## src/rtl/dp_pkg.sv

```systemverilog
// Shared definitions for the signed post-processing datapath.
//   clog2      : constant-safe ceiling log2 for sizing pointers and sums
//   DATAWIDTH_DEF : default signed sample width
//   fsm_t      : window fill state (FILL until the ring first wraps, then RUN)
package dp_pkg;

  localparam int DATAWIDTH_DEF = 8;

  typedef enum logic {
    FILL = 1'b0,
    RUN  = 1'b1
  } fsm_t;

  function automatic int clog2(input int v);
    int r;
    r = 0;
    for (int i = 0; i < 31; i++)
      if ((1 << i) < v) r = i + 1;
    return r;
  endfunction

endpackage

```

## src/rtl/sring_buf.sv

```systemverilog
// DEPTH x DATAWIDTH signed circular store.
//   Clk, Rst, clr : clock, sync reset, sync clear (both zero entries and pointer)
//   wr_en, wr_data: write wr_data at the write pointer and advance it
//   rd_old        : entry at the write pointer, i.e. the sample being evicted
//   wrap          : this write lands in the last slot (pointer DEPTH-1 -> 0)
module sring_buf
  import dp_pkg::*;
#(
  parameter int DATAWIDTH = DATAWIDTH_DEF,
  parameter int DEPTH     = 4
) (
  input  logic                        Clk,
  input  logic                        Rst,
  input  logic                        clr,
  input  logic                        wr_en,
  input  logic signed [DATAWIDTH-1:0] wr_data,
  output logic signed [DATAWIDTH-1:0] rd_old,
  output logic                        wrap
);

  localparam int AW = clog2(DEPTH);

  logic [DEPTH-1:0][DATAWIDTH-1:0] ring;
  logic [AW-1:0]                   wptr;

  // read happens before the overwrite at the same edge
  assign rd_old = ring[wptr];
  assign wrap   = wr_en && (wptr == AW'(DEPTH - 1));

  always_ff @(posedge Clk) begin
    if (Rst || clr) begin
      ring <= '0;
      wptr <= '0;
    end else if (wr_en) begin
      ring[wptr] <= wr_data;
      wptr       <= wptr + AW'(1);  // DEPTH is a power of 2: natural wrap
    end
  end

endmodule

```

## src/rtl/smovsum_stage.sv

```systemverilog
// Moving-window sum / floor average over the last DEPTH signed samples.
//   Clk, Rst  : clock, synchronous active-high reset
//   clr       : synchronous window clear (datapath effect identical to Rst)
//   in_data/in_valid/in_ready : sample input handshake (no skid buffer)
//   out_sum   : signed window sum, empty slots count as 0
//   out_avg   : out_sum >>> log2(DEPTH), floor toward -inf
//   out_full  : window holds DEPTH real samples
//   out_valid/out_ready : result handshake, result held under backpressure
module smovsum_stage
  import dp_pkg::*;
#(
  parameter int DATAWIDTH = DATAWIDTH_DEF,
  parameter int DEPTH     = 4,
  parameter int SUMWIDTH  = DATAWIDTH + clog2(DEPTH)
) (
  input  logic                        Clk,
  input  logic                        Rst,
  input  logic                        clr,
  input  logic signed [DATAWIDTH-1:0] in_data,
  input  logic                        in_valid,
  output logic                        in_ready,
  output logic signed [SUMWIDTH-1:0]  out_sum,
  output logic signed [DATAWIDTH-1:0] out_avg,
  output logic                        out_full,
  output logic                        out_valid,
  input  logic                        out_ready
);

  localparam int LG = clog2(DEPTH);

  logic                        accept;
  logic signed [DATAWIDTH-1:0] rd_old;
  logic                        wrap;
  logic signed [SUMWIDTH-1:0]  sum;
  logic signed [SUMWIDTH-1:0]  ext_in;
  logic signed [SUMWIDTH-1:0]  ext_old;
  logic signed [SUMWIDTH-1:0]  new_sum;
  fsm_t                        state;

  assign in_ready = !clr && (!out_valid || out_ready);
  assign accept   = in_valid && in_ready;

  sring_buf #(.DATAWIDTH(DATAWIDTH), .DEPTH(DEPTH)) u_ring (
    .Clk    (Clk),
    .Rst    (Rst),
    .clr    (clr),
    .wr_en  (accept),
    .wr_data(in_data),
    .rd_old (rd_old),
    .wrap   (wrap)
  );

  assign ext_in  = {{(SUMWIDTH-DATAWIDTH){in_data[DATAWIDTH-1]}}, in_data};
  assign ext_old = {{(SUMWIDTH-DATAWIDTH){rd_old[DATAWIDTH-1]}}, rd_old};
  // evicted slot is still 0 while filling, so the partial sum stays exact
  assign new_sum = sum + ext_in - ext_old;

  // the sum register is the output; the floor average is its upper bits
  // (arithmetic shift right by LG, which always fits DATAWIDTH)
  assign out_sum = sum;
  assign out_avg = sum[LG +: DATAWIDTH];

  // Fill count is carried by the ring pointer while in FILL; the DEPTH-th
  // accept is exactly the first pointer wrap, after which the count is
  // saturated and the FSM sits in RUN.
  always_ff @(posedge Clk) begin
    if (Rst || clr) begin
      sum       <= '0;
      state     <= FILL;
      out_full  <= 1'b0;
      out_valid <= 1'b0;
    end else if (accept) begin
      sum       <= new_sum;
      out_full  <= (state == RUN) || wrap;
      out_valid <= 1'b1;
      if (wrap) state <= RUN;
    end else if (out_valid && out_ready) begin
      out_valid <= 1'b0;
    end
  end

endmodule

```

## config.mk

```make
export PLATFORM = sky130hd
export DESIGN_NAME = smovsum_stage
export DESIGN_NICKNAME = d
export VERILOG_FILES = /design/src/rtl/dp_pkg.sv /design/src/rtl/sring_buf.sv /design/src/rtl/smovsum_stage.sv
export SDC_FILE = /design/constraint.sdc
export NUM_CORES = 1
export LEC_CHECK = 0
export CAP_MARGIN = 20
export CORE_MARGIN = 1.5
export CORE_UTILIZATION = 25
export DETAILED_ROUTE_END_ITERATION = 12
export PLACE_DENSITY = 0.45
export SLEW_MARGIN = 0
export SYNTH_ARGS = -nofsm -noshare
export SYNTH_HDL_FRONTEND = slang
export SYNTH_SLANG_ARGS = --single-unit
```

## constraint.sdc

```tcl
create_clock -name Clk -period 4.3 [get_ports Clk]
set_clock_uncertainty 0.2 [all_clocks]
set_input_delay 0.645 -clock Clk [delete_from_list [all_inputs] [get_ports Clk]]
set_output_delay 0.645 -clock Clk [all_outputs]
set_load 0.01 [all_outputs]
```

==> metrics.md <==
| Metric | Value |
|---|---|
| Result of the run | `complete, no violations` |
| Sort of element at the start of the critical path | `register` |
| Starting DRT DRC Count | `160` |
| Combinational cell fraction of total power | `20.0%` |
| Die extent in y | `107 um` |
| Average wire per cell in the routed design | `about 14 um` |
| Skew-Pair Late Insertion Delay | `300 ps` |
| Async set-or-reset flop fraction in the synthesized netlist | `0%` |
| Net switching power of the design | `0.275 mW` |
| Wire length of the first global-routing pass | `roughly 11 mm` |
| Setup violators final | `0` |
| Share of layout cells above drive strength 1 | `around 6.4%` |
| Total number of vias | `around 2200` |
| Maximum number of pins on one net before global-route repair | `47` |
| Floorplan die width | `about 110 um` |
| Dominant combinational cell family by area after synthesis | `simple AND/OR/NAND/NOR gates` |
| Slew headroom | `49.4%` |
| Largest cells by area after synthesis | `sky130_fd_sc_hd__dfxtp_1, sky130_fd_sc_hd__a21oi_1, sky130_fd_sc_hd__nand2_1, sky130_fd_sc_hd__ha_1, sky130_fd_sc_hd__fa_1` |
| Critical path, cell by cell | `mux4_2 -> fa_1 -> inv_1 -> ha_1 -> a21o_1 -> a21oi_2 -> a211oi_1 -> or3_1 -> a21oi_2 -> mux2i_1` |
| CP arrival | `approximately 3700 ps` |
| Area growth from synthesis to final layout | `18.9%` |
| Cell count after placement | `474` |
| Count of nets left with antenna violations after detail routing | `0` |
| Class of the tightest hold or removal check | `register to register` |
| Number of buffers inserted during clock tree synthesis | `5` |
| Clock tree root driver cell | `sky130_fd_sc_hd__clkbuf_8` |
| Switching Fraction | `28.3%` |
| Initial cell density of the core | `between 20% and 30%` |
| Synthesized-area fraction occupied by and/or/nand/nor cells | `19.6%` |
| Library cells used by synthesis | `31` |
| Most instantiated library cell after synthesis | `sky130_fd_sc_hd__nand2_1` |
| Fraction of power consumed by sequential logic | `roughly 46%` |
| Pre-antenna DRT Iters | `4` |
| Post-route clock period utilization | `84.1%` |
| Overall die area | `about 0.011 mm2` |
| Fraction of synthesized cell area taken by the top area cell type | `35.1%` |
| Maximum clock path buffer count | `2` |
| Pwr per Cell Area | `between 300 and 400 mW/mm2` |
| Non-Filler Cell Area, Final | `0.00319 mm2` |
| Final hold vios | `0` |
| Residual DRC count | `0` |
| Number of nets at the end of the flow | `382` |
| Worst Tran Pin Value | `between 700 and 800 ps` |
| Post-synthesis cell type with the largest combined area | `sky130_fd_sc_hd__dfxtp_1` |
| Highest cell delay on the worst timing path | `680 ps` |
| Seq cells post-synth | `47` |
| Post-layout min period | `3620 ps` |
| Top cells by instance count after synthesis | `sky130_fd_sc_hd__nand2_1, sky130_fd_sc_hd__a21oi_1, sky130_fd_sc_hd__dfxtp_1` |
| Clk pin slew, worst setup/hold paths | `90 ps` |
| Worst-path fanout max | `10` |
| Post-CTS Setup Inserts | `0` |
| Sequential share of the synthesized area | `35.1%` |
| Slowest stage cell on the critical path | `sky130_fd_sc_hd__dfxtp_1` |
| Critical path type | `register to register` |
| Clock tree sinks | `47` |
| Count of mapped cells out of synthesis | `~330` |
| DRT Wirelength | `just under 7 mm` |
| Routability cong. | `0.781` |
| Final cell count without fillers | `481` |
| Grt total ovfl | `0` |
| Internal Pwr Total | `0.697 mW` |
| Compound-cell area share of the yosys netlist | `11.8%` |
| Number of antenna violations at the first check in global routing | `0` |
| Worst path top cell family by delay | `adder cells` |
| Max Fclk | `277 MHz` |
| Share of synthesized cell area in full adder, half adder and majority cells | `13.7%` |
| Total Routing Usage GR | `12.7%` |
| Number of enable flip-flop cells after synthesis | `0` |
| Crit end category | `register` |
| Number of instances resized during post-cts repair | `0` |
| Xor/xnor cell area share of the yosys netlist | `2.29%` |
| Peak VDD IR | `135 uV` |
| Leakage power summed over all cells | `approximately 1.1 nW` |
| Nets in the synthesized netlist | `approximately 360` |
| Final Max Slew Viols | `0` |
| Data required time at the worst endpoint | `4330 ps` |
| Post-DR vias/cell | `4.64` |
| Cell area after synthesis | `approximately 0.0027 mm2` |
| Cell area after placement | `0.00308 mm2` |
| Avg Cell Area, Syn | `8.23 um2` |
| Layout fillers | `~1100` |
| Multiplexer area fraction after synthesis | `~7%` |
| Worst hold margin | `~260 ps` |
| Top-level port count | `34` |
| Flip-flop cell with the highest count after synthesis | `sky130_fd_sc_hd__dfxtp_1` |
| Buffers on Ports | `33` |
| Unrepaired setup endpoints after global routing | `no` |
| Detailed placement HPWL | `4.75 mm` |
| Standard cell core area | `0.0104 mm2` |
| Post-cts hold buffer count | `0` |
| Synth Warn # | `0` |
| Floorplan row count | `37` |
| Clock Power Share | `33.9%` |
| Total Neg Setup Slack | `0 ps` |
| Ant. Diodes | `0` |
| Maximum level of the CTS H-tree | `2` |
| Number of global-route vias before repair | `2163` |
| Library cell appearing most often on the critical path | `sky130_fd_sc_hd__a21oi_2` |
| Overall power | `0.972 mW` |
| Count of buffer and inverter cells on the critical path | `1` |
| Clock tree from TritonCTS | `built` |
| Number of maximum-capacitance constraint violations | `0` |
==> cell usage in the layout, fill, tap and decap left out <==
cell type                         instances
sky130_fd_sc_hd__fa_1                     9
sky130_fd_sc_hd__clkbuf_8                 5
sky130_fd_sc_hd__dfxtp_1                 47
sky130_fd_sc_hd__nand4_1                  1
sky130_fd_sc_hd__nor4_1                   1
sky130_fd_sc_hd__nor4b_1                  1
sky130_fd_sc_hd__a21oi_1                 47
sky130_fd_sc_hd__o21ai_1                  1
sky130_fd_sc_hd__nor2_1                   9
sky130_fd_sc_hd__a21oi_2                  2
sky130_fd_sc_hd__mux2i_1                  1
sky130_fd_sc_hd__or2_1                    1
sky130_fd_sc_hd__o21ai_0                  6
sky130_fd_sc_hd__mux4_2                   8
sky130_fd_sc_hd__buf_4                    5
sky130_fd_sc_hd__bufinv_16                1
sky130_fd_sc_hd__ha_1                    15
sky130_fd_sc_hd__a21o_1                   2
sky130_fd_sc_hd__nor2b_1                  3
sky130_fd_sc_hd__xnor2_1                  3
sky130_fd_sc_hd__nand4b_1                 2
sky130_fd_sc_hd__xor2_1                   4
sky130_fd_sc_hd__nand3_1                 33
sky130_fd_sc_hd__a211oi_1                 2
sky130_fd_sc_hd__nor3_1                   3
sky130_fd_sc_hd__clkdlybuf4s50_1         33
sky130_fd_sc_hd__or4_1                    2
sky130_fd_sc_hd__inv_1                   38
sky130_fd_sc_hd__nand2_1                 55
sky130_fd_sc_hd__and2_1                   1
sky130_fd_sc_hd__clkinvlp_4               1
sky130_fd_sc_hd__or3_1                    2
sky130_fd_sc_hd__nand3b_1                 1
==> layer usage <==
| layer | share of wire (%) | track usage (%) |
|---|---|---|
| met2 | 47 | 21.6 |
| met3 | 5.0 | 2.25 |
| met4 | 0.69 | 3.14 |
| met1 | 47 | 16.8 |
| met5 | 0 | 0 |
==> registers in the layout (all words and copies together) (netlist names) <==
name / cells
u_ring.ring: 32
out_sum: 10
u_ring.wptr: 2
out_full: 1
out_valid: 1
state: 1
==> power groups by stage <==
| stage | Clock, mW | Combinational (mW) | Sequential [mW] |
|---|---|---|---|
| detailed placement | 0 | 0.195 | 0.459 |
| floorplan | 0 | 0.135 | 0.458 |
| CTS | 0.341 | 0.197 | 0.449 |
| global placement | 0 | 0.195 | 0.459 |
| finish | 0.329 | 0.194 | 0.449 |
| global route | 0.359 | 0.220 | 0.450 |
==> layout make-up <==
type                    instances  area, um2  area share (%)
multi-input cells             215       1460            45.8
repair buffers                 38        368            11.5
inverters                      38        143            4.47
clock inverters                 2       37.5            1.18
flip-flops and latches         47        941            29.5
well taps                     136        170            5.33
clock buffers                   5       68.8            2.16
==> through the flow <==
stage               util, %  setup WS, ps
floorplan                 -           948
global placement       29.7           617
detailed placement     29.7           568
CTS                    30.8           661
global route           30.8           447
finish                 30.8           685
==> worst reg2reg max path, stage by stage, from the launching register on <==
cell                       delay, ps
sky130_fd_sc_hd__dfxtp_1         680
sky130_fd_sc_hd__mux4_2          610
sky130_fd_sc_hd__fa_1            490
sky130_fd_sc_hd__inv_1            40
sky130_fd_sc_hd__ha_1            340
sky130_fd_sc_hd__a21o_1          200
sky130_fd_sc_hd__a21oi_2         170
sky130_fd_sc_hd__a211oi_1         90
sky130_fd_sc_hd__or3_1           390
sky130_fd_sc_hd__a21oi_2         160
sky130_fd_sc_hd__mux2i_1         190
==> cells by family (layout without fill, tap and decap cells) <==
family,after synthesis,in the layout
fa+ha+maj,24,24
mux,9,9
flops,47,47
buf+inv,64,83
xor+xnor,7,7
simple gates,115,115
compound gates,60,60
==> path summary, 6_finish.rpt <==
kind	startpoint	endpoint	slack, ps	depth (start not counted)
hold / removal	u_ring.ring[11]$_SDFFE_PP0P_	u_ring.ring[11]$_SDFFE_PP0P_	260	2
hold reg to reg	u_ring.ring[11]$_SDFFE_PP0P_	u_ring.ring[11]$_SDFFE_PP0P_	260	2
setup / recovery	u_ring.wptr[1]$_SDFFE_PP0P_	out_sum[9]$_SDFFE_PP0P_	680	10
setup reg to reg	u_ring.wptr[1]$_SDFFE_PP0P_	out_sum[9]$_SDFFE_PP0P_	680	10
Note: power is estimated with default switching activity, not from simulation.
